$ cat src/rtl/display_pkg.sv
// Shared definitions for the three-digit BCD display: digit types,
// scan select states and active-low 7-segment patterns (g..a).
package display_pkg;

    localparam int NUM_DIGITS = 3;

    typedef logic [3:0] bcd_t;

    typedef enum logic [1:0] {
        SEL_UNITS    = 2'd0,
        SEL_TENS     = 2'd1,
        SEL_HUNDREDS = 2'd2
    } sel_t;

    localparam logic [6:0] SEG_0     = 7'b1000000;
    localparam logic [6:0] SEG_1     = 7'b1111001;
    localparam logic [6:0] SEG_2     = 7'b0100100;
    localparam logic [6:0] SEG_3     = 7'b0110000;
    localparam logic [6:0] SEG_4     = 7'b0011001;
    localparam logic [6:0] SEG_5     = 7'b0010010;
    localparam logic [6:0] SEG_6     = 7'b0000010;
    localparam logic [6:0] SEG_7     = 7'b1111000;
    localparam logic [6:0] SEG_8     = 7'b0000000;
    localparam logic [6:0] SEG_9     = 7'b0010000;
    localparam logic [6:0] SEG_BLANK = 7'b1111111;

endpackage

$ cat src/rtl/bcd_to_7seg.sv
// Combinational BCD digit to active-low 7-segment decoder; non-BCD codes blank.
module bcd_to_7seg
    import display_pkg::*;
(
    input  logic [3:0] digit,
    output logic [6:0] seg
);

    always_comb begin
        seg = SEG_BLANK;
        case (digit)
            4'd0: seg = SEG_0;
            4'd1: seg = SEG_1;
            4'd2: seg = SEG_2;
            4'd3: seg = SEG_3;
            4'd4: seg = SEG_4;
            4'd5: seg = SEG_5;
            4'd6: seg = SEG_6;
            4'd7: seg = SEG_7;
            4'd8: seg = SEG_8;
            4'd9: seg = SEG_9;
            default: seg = SEG_BLANK;
        endcase
    end

endmodule

$ cat src/rtl/bcd_display_scanner.sv
// Extends a single upstream decade count to three BCD digits by spotting the
// 9->0 units rollover, and scans the result onto a multiplexed 7-segment display.
module bcd_display_scanner
    import display_pkg::*;
#(
    parameter int SCAN_DIV = 1000
) (
    input  logic        clk,
    input  logic        reset,
    input  logic [3:0]  count,
    output logic [11:0] value,
    output logic        carry_out,
    output logic [6:0]  seg,
    output logic [2:0]  an,
    output logic        err
);

    localparam int PRE_W = (SCAN_DIV > 1) ? $clog2(SCAN_DIV) : 1;
    localparam logic [PRE_W-1:0] PRE_LAST = PRE_W'(SCAN_DIV - 1);

    bcd_t                  prevCount;
    logic                  rollover;
    logic [PRE_W-1:0]      prescaler;
    sel_t                  selState;
    sel_t                  selNext;
    bcd_t                  shownDigit;
    logic [6:0]            shownSeg;
    logic [NUM_DIGITS-1:0] anNext;

    // An invalid count can never equal 0, so it can never complete a rollover.
    assign rollover = (prevCount == 4'd9) && (count == 4'd0);

    always_ff @(posedge clk) begin
        if (reset) begin
            value     <= 12'h000;
            prevCount <= 4'd0;
            carry_out <= 1'b0;
            err       <= 1'b0;
        end else begin
            value[3:0] <= count;
            prevCount  <= count;
            carry_out  <= 1'b0;
            if (count > 4'd9) begin
                err <= 1'b1;
            end
            if (rollover) begin
                if (value[7:4] == 4'd9) begin
                    value[7:4] <= 4'd0;
                    if (value[11:8] == 4'd9) begin
                        value[11:8] <= 4'd0;
                        carry_out   <= 1'b1;
                    end else begin
                        value[11:8] <= value[11:8] + 4'd1;
                    end
                end else begin
                    value[7:4] <= value[7:4] + 4'd1;
                end
            end
        end
    end

    always_ff @(posedge clk) begin
        if (reset) begin
            prescaler <= '0;
            selState  <= SEL_UNITS;
        end else begin
            prescaler <= (prescaler == PRE_LAST) ? '0 : prescaler + 1'b1;
            selState  <= selNext;
        end
    end

    always_comb begin
        selNext = selState;
        if (prescaler == PRE_LAST) begin
            case (selState)
                SEL_UNITS:    selNext = SEL_TENS;
                SEL_TENS:     selNext = SEL_HUNDREDS;
                SEL_HUNDREDS: selNext = SEL_UNITS;
                default:      selNext = SEL_UNITS;
            endcase
        end
    end

    always_comb begin
        shownDigit = value[3:0];
        anNext     = 3'b110;
        case (selState)
            SEL_UNITS: begin
                shownDigit = value[3:0];
                anNext     = 3'b110;
            end
            SEL_TENS: begin
                shownDigit = value[7:4];
                anNext     = 3'b101;
            end
            SEL_HUNDREDS: begin
                shownDigit = value[11:8];
                anNext     = 3'b011;
            end
            default: begin
                shownDigit = value[3:0];
                anNext     = 3'b110;
            end
        endcase
    end

    bcd_to_7seg u_decode (
        .digit (shownDigit),
        .seg   (shownSeg)
    );

    // Registering the decoded digit means seg shows value as it stood last cycle.
    always_ff @(posedge clk) begin
        if (reset) begin
            an  <= 3'b110;
            seg <= SEG_0;
        end else begin
            an  <= anNext;
            seg <= shownSeg;
        end
    end

endmodule

$ cat config.mk
export PLATFORM = sky130hd
export DESIGN_NAME = bcd_display_scanner
export DESIGN_NICKNAME = d
export VERILOG_FILES = /design/src/rtl/display_pkg.sv /design/src/rtl/bcd_to_7seg.sv /design/src/rtl/bcd_display_scanner.sv
export SDC_FILE = /design/constraint.sdc
export NUM_CORES = 1
export LEC_CHECK = 0
export BUFFER_PORTS_ARGS = -buffer_cell sky130_fd_sc_hd__buf_2
export CAP_MARGIN = 20
export CORE_ASPECT_RATIO = 0.5
export CORE_MARGIN = 3
export CORE_UTILIZATION = 49
export CTS_CLUSTER_DIAMETER = 200
export CTS_CLUSTER_SIZE = 16
export DETAILED_ROUTE_END_ITERATION = 12
export MAX_ROUTING_LAYER = met4
export PLACE_DENSITY = 0.75
export SETUP_SLACK_MARGIN = 0.15
export SLEW_MARGIN = 20
export SYNTH_ARGS = -nofsm -noshare
export SYNTH_HDL_FRONTEND = slang
export SYNTH_SLANG_ARGS = --single-unit
$ cat constraint.sdc
create_clock -name clk -period 2 [get_ports clk]
set_input_delay 0.4 -clock clk [delete_from_list [all_inputs] [get_ports clk]]
set_output_delay 0.4 -clock clk [all_outputs]
set_load 0.01 [all_outputs]
==> results of run 1 <==
[worst max path at each step]
stage,from,endpoint,slack [ns],depth (start not counted)
final,selState[1],seg[3],0.23,8
after global routing,selState[0],seg[3],0.13,8
after CTS,selState[0],seg[3],0.18,8
after detailed placement,selState[0],seg[6],-0.1,7
after global placement,selState[0],seg[3],0.11,8
after floorplan,selState[0],seg[3],0.17,9
[cell families (layout without fill, tap and decap cells)]
kind of cell    count (synthesis)  count (layout)  share of synthesized area, %
buf+inv                        14              52                         3.515
flops                          36              36                         45.00
simple gates                   74              74                         25.16
fa+ha+maj                       8               8                         6.250
xor+xnor                       11              11                         6.015
mux                             4               4                         2.500
compound gates                 30              30                         11.56
[what timing repair did]
item	CTS	global route
buffers inserted	0	2
endpoints found under the setup margin	7	10
gates resized for setup	13	5
hold endpoints to repair	0	0
pin swaps	2	2
[through the flow]
step	total power, mW	hold slack [ns]	setup WS, ns
2_1_floorplan	0.8221	0.4176	0.1696
3_3_place_gp	0.8581	0.4319	0.1083
3_5_place_dp	0.8606	0.4373	-0.09706
4_1_cts	1.370	0.3638	0.1791
5_1_grt	1.427	0.3852	0.1252
6_report	1.364	0.3727	0.2312
[per-layer routing]
metal / routed length [um] / GRT usage, %
met5: 0 / -
met4: 26 / 5.590
met3: 191 / 5.357
met2: 1438 / 28.96
met1: 1606 / 23.55
[power groups by stage]
stage	Combinational (mW)	Clock, mW	Sequential (mW)
final	0.103	0.514	0.747
after global routing	0.115	0.563	0.749
after CTS	0.0977	0.525	0.747
after detailed placement	0.0963	0	0.764
after global placement	0.0941	0	0.764
after floorplan	0.0510	0	0.771
[flip-flops by register name, indices dropped and copies added, names as in the netlist]
signal     count
seg            7
prescaler     10
value         12
err            1
an             3
selState       2
carry_out      1
[cell usage after synthesis (all sizes together), types with 2 or more instances]
library cell,instances
dfxtp,36
nor2,22
nand2,13
a21oi,10
ha,8
inv,8
nand4,7
nand3,6
nor2b,6
xnor2,6
a31oi,5
nor3,5
o21ai,5
xor2,5
a22oi,4
mux2i,4
buf,3
clkbuf,3
a21o,2
and2,2
and4bb,2
nand2b,2
nor3b,2
or3,2
[final cells by class]
cell class              instances  area [um2]
clock buffers                   8       90.09
fillers                       237       880.8
inverters                       8       30.03
multi-input cells             127       875.8
flip-flops and latches         36       725.7
well taps                      37       46.29
repair buffers                 36       197.7
[worst max-delay path: stages, from the launching register on]
cell and delay [ns]:
dfxtp_2 0.37, inv_2 0.08, ha_4 0.32, nor2_1 0.07, a21oi_2 0.19, inv_2 0.08, ha_1 0.31, o21ai_1 0.13
a31oi_1 0.10
==> results.cfg, run 1 <==
[die]
die_x_um = 86.85
initial_utilization_pct = 56.26
ios = 30
core_area_um2 = 2846
rows = 13
die-area_um2 = 4032
die_h_um = 46.43

[worst_hold_path]
hp-start = count[0]
hold_path.class = in -> reg
holdPathEnd = value[0]
hold_depth = 2

[cts]
cts-buffers-inserted = 5
cts_tree = built
clockRootBuffer = clkbuf_8
htreeDepth = 2
clkSlewWorstSetupHoldPaths_ns = 0.07
cts_buffer_depth = 2
clkLatencyLatePin_ns = 0.28
hold_buffers = 0
cts_sinks = 36

[yosys]
yosysTopAreaCellShare_pct = 45.00
synth_top_flop_cell = dfxtp_1
synth_warnings = 0
syn_area_um2 = 1602
synth.net_count = 191
syn_area_per_cell_um2 = 9.048
synth_edf_count = 0
syn-instance-count = 177
synth_cell_type_count = 34
ys_top_cells_by_area = dfxtp_1 45%, ha_1 6.3%, nor2_1 5.2%
async_flop_share_pct = 0
ys_seq_elements = 36
synth_area_leader_cell = dfxtp_1
ys_seq_area_share_pct = 45.00

[flow_run]
drv_cap = 0

[pwr]
p_leak_nw = 0.8089
p_sw_mw = 0.3040
p_comb_share_pct = 7.6
pwr_density_cell_nw_per_um2 = 693.9
switching_share_pct = 22.29
clock_power_share_pct = 37.7
peakVddDrop_mv = 0.3908
intPower_mw = 1.060
power_frac_seq_pct = 54.7

[layout]
fin_nets = 228
final_common_cell = dfxtp_1
insertedDiodeCount = 0
final_util_pct = 69.05
drive_gt1_share_pct = 27.91
final_area_um2 = 1966
syn_to_final_growth_pct = 22.73
layout_common_cells = 34 x dfxtp_1, 29 x buf_2, 22 x nor2_1
final_cells = 252

[sta]
setup_viol = 0
worst_clock_skew_ns = 0.005193
rsz0062_at_grt = yes
worstMarginPinSlew_ns = 0.3937
relSlewSlack_pct = 73.56
fmaxAchievable_ghz = 0.5653
min_period_ns = 1.769
setup-tns-final_ns = 0
hold_violations = 0
maxSlewViolCount = 0
fin_crit_sh_pct = 88.44

[drt]
drt_iter0_markers = 90
drt_wl_total_mm = 3.263
drc = 0
firstDrtPassIters = 4
wl_per_cell_um = 12.95
ant_nets = 0
viasPerCell = 5.373
vias = 1354

[placed_design]
gp_congestion = 0.9360
dp_cells = 242
placed_area_um2 = 1808
io_buffer_count = 29
dp_hpwl_mm = 2.367

[global_route]
grt_pass1_wl_mm = 5.575
grt_pass1_vias = 1225
antenna_found_initial = 0
gr-total-overflow = 0
grt_usage_pct = 18.56
grt_max_degree = 16

[critical_path]
endpoint_kind = flop
reg2reg_to = seg[3]
r2r_setup_slack_ns = 0.23
arrival_ns = 1.92
critPathMaxFanout = 8
cp-start-kind = flop
r2r.worst_path.cells = 8
path_class = reg -> reg
worstReg2RegStart = selState[1]
crit_required_ns = 2.15

[run_status]
status = complete, no violations
Power figures use the tool's default switching activity.
==> inputs of run 2 (changes only) <==
Settings changed: CELL_PAD_IN_SITES_DETAIL_PLACEMENT set to 1, CELL_PAD_IN_SITES_GLOBAL_PLACEMENT set to 1, CORE_UTILIZATION 49 to 37, PLACE_DENSITY 0.75 to not set, PLACE_DENSITY_LB_ADDON set to 0.1.
==> run 2 against run 1 <==
  * First-iteration DRC count shrank 67%
  * Cell area grew 2.2%
  * Via count is 1.7% higher
  * Combinational power up 5%
  * Largest power group unchanged
  * Utilization fell by 19 points
  * Cell count up 7.5%
  * Non-clock buffer count grew 2
  * Worst hold slack lost 0.030 ns
==> results.cfg, run 2 (synthesis gave the netlist of run 1 again) <==
[run_status]
status = complete, no violations

[layout]
final_util_pct = 49.91
largest-register = value
top_regs = value x12, prescaler x10, seg x7
drive_gt1_share_pct = 28.57
final_common_cell = dfxtp_1
largest_register_ffs = 12
layout_common_cells = 34 x dfxtp_1, 29 x buf_2, 22 x nor2_1
insertedDiodeCount = 0
fin_nets = 230
syn_to_final_growth_pct = 25.39

[critical_path]
endpoint_kind = flop
cp-start-kind = flop
arrival_ns = 1.91
critPathMaxFanout = 8
r2r.worst_path.cells = 8
path_class = reg -> reg
crit_required_ns = 2.16

[sta]
maxSlewViolCount = 0
hold_violations = 0
setup-tns-final_ns = 0
worst_clock_skew_ns = 0.005010
worstMarginPinSlew_ns = 0.4447
fmaxAchievable_ghz = 0.5719
min_period_ns = 1.748
relSlewSlack_pct = 70.13
rsz0062_at_grt = no
fin_crit_sh_pct = 87.42
setup_viol = 0

[cts]
htreeDepth = 2
hold_buffers = 0
clkSlewWorstSetupHoldPaths_ns = 0.07
cts-buffers-inserted = 5
cts_sinks = 36
cts_tree = built
cts_buffer_depth = 2
clockRootBuffer = clkbuf_8
clkLatencyLatePin_ns = 0.28

[pwr]
peakVddDrop_mv = 0.3381
p_leak_nw = 0.8210
pwr_density_cell_nw_per_um2 = 689.3

[drt]
vias = 1377
viasPerCell = 5.081
firstDrtPassIters = 4
drc = 0
drt_wl_total_mm = 3.980
ant_nets = 0
wl_per_cell_um = 14.69
drt_iter0_markers = 30

[die]
rows = 16
ios = 30
die-area_um2 = 5202
core_area_um2 = 4024
initial_utilization_pct = 39.80
die_x_um = 99.04
die_h_um = 52.52

[placed_design]
dp_hpwl_mm = 2.797
io_buffer_count = 29
gp_congestion = 0.7114

[flow_run]
drv_cap = 0

[global_route]
grt_pass1_vias = 1368
antenna_found_initial = 0
grt_max_degree = 26
grt_pass1_wl_mm = 6.644
gr-total-overflow = 0
grt_usage_pct = 17.09

[worst_hold_path]
hold_depth = 2
hold_path.class = in -> reg
-- run 2: cell count changes in the layout (fill, tap and decap cells not counted) --
cell / previous run / this run
a21oi_1: 7 / 9
a21oi_2: 3 / 1
a22oi_1: 4 / 2
a22oi_2: 0 / 2
buf_4: 7 / 9
inv_1: 4 / 5
inv_2: 4 / 3
o21ai_0: 4 / 3
o21ai_2: 0 / 1
-- run 2: report_power, final --
part           total, mW  switching [mW]  internal (mW)
sequential         0.747          0.0114          0.736
combinational      0.108          0.0634         0.0442
clock              0.529           0.248          0.281
-- run 2: worst max-delay path, stage by stage (launching register included) --
cell	delay (ns)
dfxtp_2	0.37
inv_2	0.08
ha_4	0.32
nor2_1	0.07
a21oi_2	0.15
inv_2	0.08
ha_1	0.30
o21ai_0	0.16
a31oi_1	0.10
-- run 2: final timing paths --
kind                                   start            to  slack (ns)
worst max-delay path             selState[1]        seg[3]        0.25
worst min-delay path                count[0]      value[0]        0.34
worst max register to register   selState[1]        seg[3]        0.25
worst min register to register  prescaler[0]  prescaler[0]        0.45
-- run 2: what timing repair did --
action | 4_1_cts | 5_1_grt
resized for setup | 5 | 14
endpoints found under the setup margin | 7 | 10
pin swaps | 1 | 1
buffers inserted | 1 | 2
-- run 2: layout make-up --
class | count | area [um2]
Clock buffer | 8 | 90.09
Fill cell | 477 | 2016
Inverter | 8 | 30.03
Multi-Input combinational cell | 127 | 882.1
Sequential cell | 36 | 725.7
Tap cell | 54 | 67.56
Timing Repair Buffer | 38 | 212.7
-- run 2: per-layer routing --
metal	GRT usage [%]	wire [um]
met1	21.89	2066
met2	25.22	1726
met3	5.976	164
met4	5.896	22
met5	-	0
-- run 2: stage by stage --
stage	std cells	power [mW]	setup WS [ns]	hold WS, ns	cell area [um2]
2_1_floorplan	177	0.8221	0.1696	0.4176	1605
3_3_place_gp	260	0.8652	0.05710	0.4314	1837
3_5_place_dp	260	0.8674	-0.01915	0.4419	1837
4_1_cts	269	1.406	0.1621	0.3313	1953
5_1_grt	271	1.457	0.1604	0.3577	2008
6_report	271	1.384	0.2515	0.3428	2008
==> inputs of run 3 (changes only) <==
==> constraint.sdc (replaced) <==
create_clock -name clk -period 2 [get_ports clk]
set_input_delay 0.4 -clock clk [delete_from_list [all_inputs] [get_ports clk]]
set_output_delay 0.4 -clock clk [all_outputs]
set_load 0.05 [all_outputs]
==> run 3 against run 2 <==
  * Via count is 0.65% higher
  * Cell area stayed put
  * Clock power is 4% higher
  * Critical path type unchanged
  * Worst hold slack better by 0.0083 ns
  * Total power is 4.9% higher
  * Flip-flop and latch count stayed put
  * Wire length is 2.3% lower
  * Clock skew is 0.0028 ns lower
  * Non-clock buffer count is 1 lower
  * Largest cell class unchanged
  * First-iteration DRC count is 27% higher
  * Die area stayed put
==> results.cfg, run 3 (synthesis gave the netlist of run 1 again) <==
[run_status]
status = complete, no violations

[global_route]
grt_max_degree = 26
grt_pass1_wl_mm = 6.458
gr-total-overflow = 0
antenna_found_initial = 0
grt_usage_pct = 16.74
grt_pass1_vias = 1383

[worst_hold_path]
hold_path.class = in -> reg
hold_depth = 2

[critical_path]
endpoint_kind = flop
crit_required_ns = 2.22
r2r.worst_path.cells = 8
crit_top_cell = a21oi_2
path_class = reg -> reg
arrival_ns = 1.94
crit_chain = inv_2 > ha_4 > nor2_1 > a21oi_2 > inv_1 > ha_1 > nand2b_1 > a21oi_2
critPathMaxFanout = 6
cp-start-kind = flop
crit_path_max_incr_delay_ns = 0.38
critPathSlowestCell = dfxtp_2

[layout]
final_util_pct = 49.91
fin_nets = 229
final_common_cell = dfxtp_1
top_regs = value x12, prescaler x10, seg x7
syn_to_final_growth_pct = 25.39
drive_gt1_share_pct = 29.77
insertedDiodeCount = 0
largest-register = value
largest_register_ffs = 12
layout_common_cells = 32 x dfxtp_1, 29 x buf_2, 22 x nor2_1

[die]
die_h_um = 52.52
ios = 30
rows = 16
core_area_um2 = 4024
die-area_um2 = 5202
die_x_um = 99.04
initial_utilization_pct = 39.80

[cts]
htreeDepth = 2
clkSlewWorstSetupHoldPaths_ns = 0.07
cts_buffer_depth = 2
clockRootBuffer = clkbuf_8
clkLatencyLatePin_ns = 0.28
cts_sinks = 36
cts_tree = built
cts-buffers-inserted = 5

[placed_design]
gp_congestion = 0.7187
dp_hpwl_mm = 2.725
io_buffer_count = 29

[sta]
worst_clock_skew_ns = 0.002206
hold_violations = 0
fin_crit_sh_pct = 86.20
fmaxAchievable_ghz = 0.5801
setup_viol = 0
relSlewSlack_pct = 69.18
worstMarginPinSlew_ns = 0.4589
min_period_ns = 1.724
hold_ws_ns = 0.3511
maxSlewViolCount = 0
rsz0062_at_grt = no
setup-tns-final_ns = 0

[drt]
viasPerCell = 5.152
drt_wl_total_mm = 3.888
vias = 1386
drc = 0
ant_nets = 0
drt_iter0_markers = 38
firstDrtPassIters = 4
wl_per_cell_um = 14.45

[pwr]
p_leak_nw = 0.8182
pwr_density_cell_nw_per_um2 = 722.8
peakVddDrop_mv = 0.4075

[flow_run]
drv_cap = 0
## run 3: cell types whose count changed in the layout (fill, tap and decap cells not counted), sizes merged
cell	before	now
buf	38	36
## run 3: through the flow
step / cells / cell area (um2) / setup WS [ns] / total power, mW
final: 269 / 2008 / 0.2760 / 1.452
after global routing: 269 / 2008 / 0.1570 / 1.531
after CTS: 266 / 1947 / 0.1627 / 1.479
after detailed placement: 259 / 1832 / 0.03676 / 0.9156
after global placement: 259 / 1832 / 0.1309 / 0.9142
after floorplan: 177 / 1610 / 0.1795 / 0.8689
## run 3: power breakdown
| group | total, mW | internal [mW] | leakage, nW | switching, mW |
|---|---|---|---|---|
| clock | 0.548 | 0.307 | 0.0503 | 0.242 |
| sequential | 0.748 | 0.736 | 0.296 | 0.0114 |
| combinational | 0.156 | 0.0458 | 0.472 | 0.110 |
## run 3: metal layers
metal	share of wire, %	global-route usage, %
met1	52	21.20
met2	43	25.33
met3	3.7	5.312
met4	0.85	6.122
met5	0	-
## run 3: what timing repair did
action / CTS / global route
buffers inserted: 0 / 3
endpoints found under the hold margin: 0 / 0
gates resized for setup: 7 / 13
hold buffers: 0 / 0
endpoints found under the setup margin: 6 / 13
gates cloned: 0 / 0
pin swaps: 0 / 2
## run 3: path summary, 6_finish.rpt
check | from | end | slack (ns)
worst max-delay path | selState[1] | seg[1] | 0.28
worst min register to register | prescaler[0] | prescaler[0] | 0.45
worst max register to register | selState[1] | seg[1] | 0.28
worst min-delay path | count[0] | value[0] | 0.35
## run 3: area by class of cell
type                            count  area, um2
Inverter                            8      30.03
Clock buffer                        7      96.34
Fill cell                         479       2016
Sequential cell                    36      728.2
Tap cell                           54      67.56
Timing Repair Buffer               37      202.7
Multi-Input combinational cell    127      883.3
## run 3: worst max-delay path, delay by kind of cell, from the launching register on
| family | cells | cell delay (ns) |
|---|---|---|
| AOI/OAI and AO/OA | 2 | 0.26 |
| and+or+nand+nor | 2 | 0.23 |
| adders and majority gates | 2 | 0.62 |
| buffers and inverters | 2 | 0.17 |
| DFF | 1 | 0.38 |
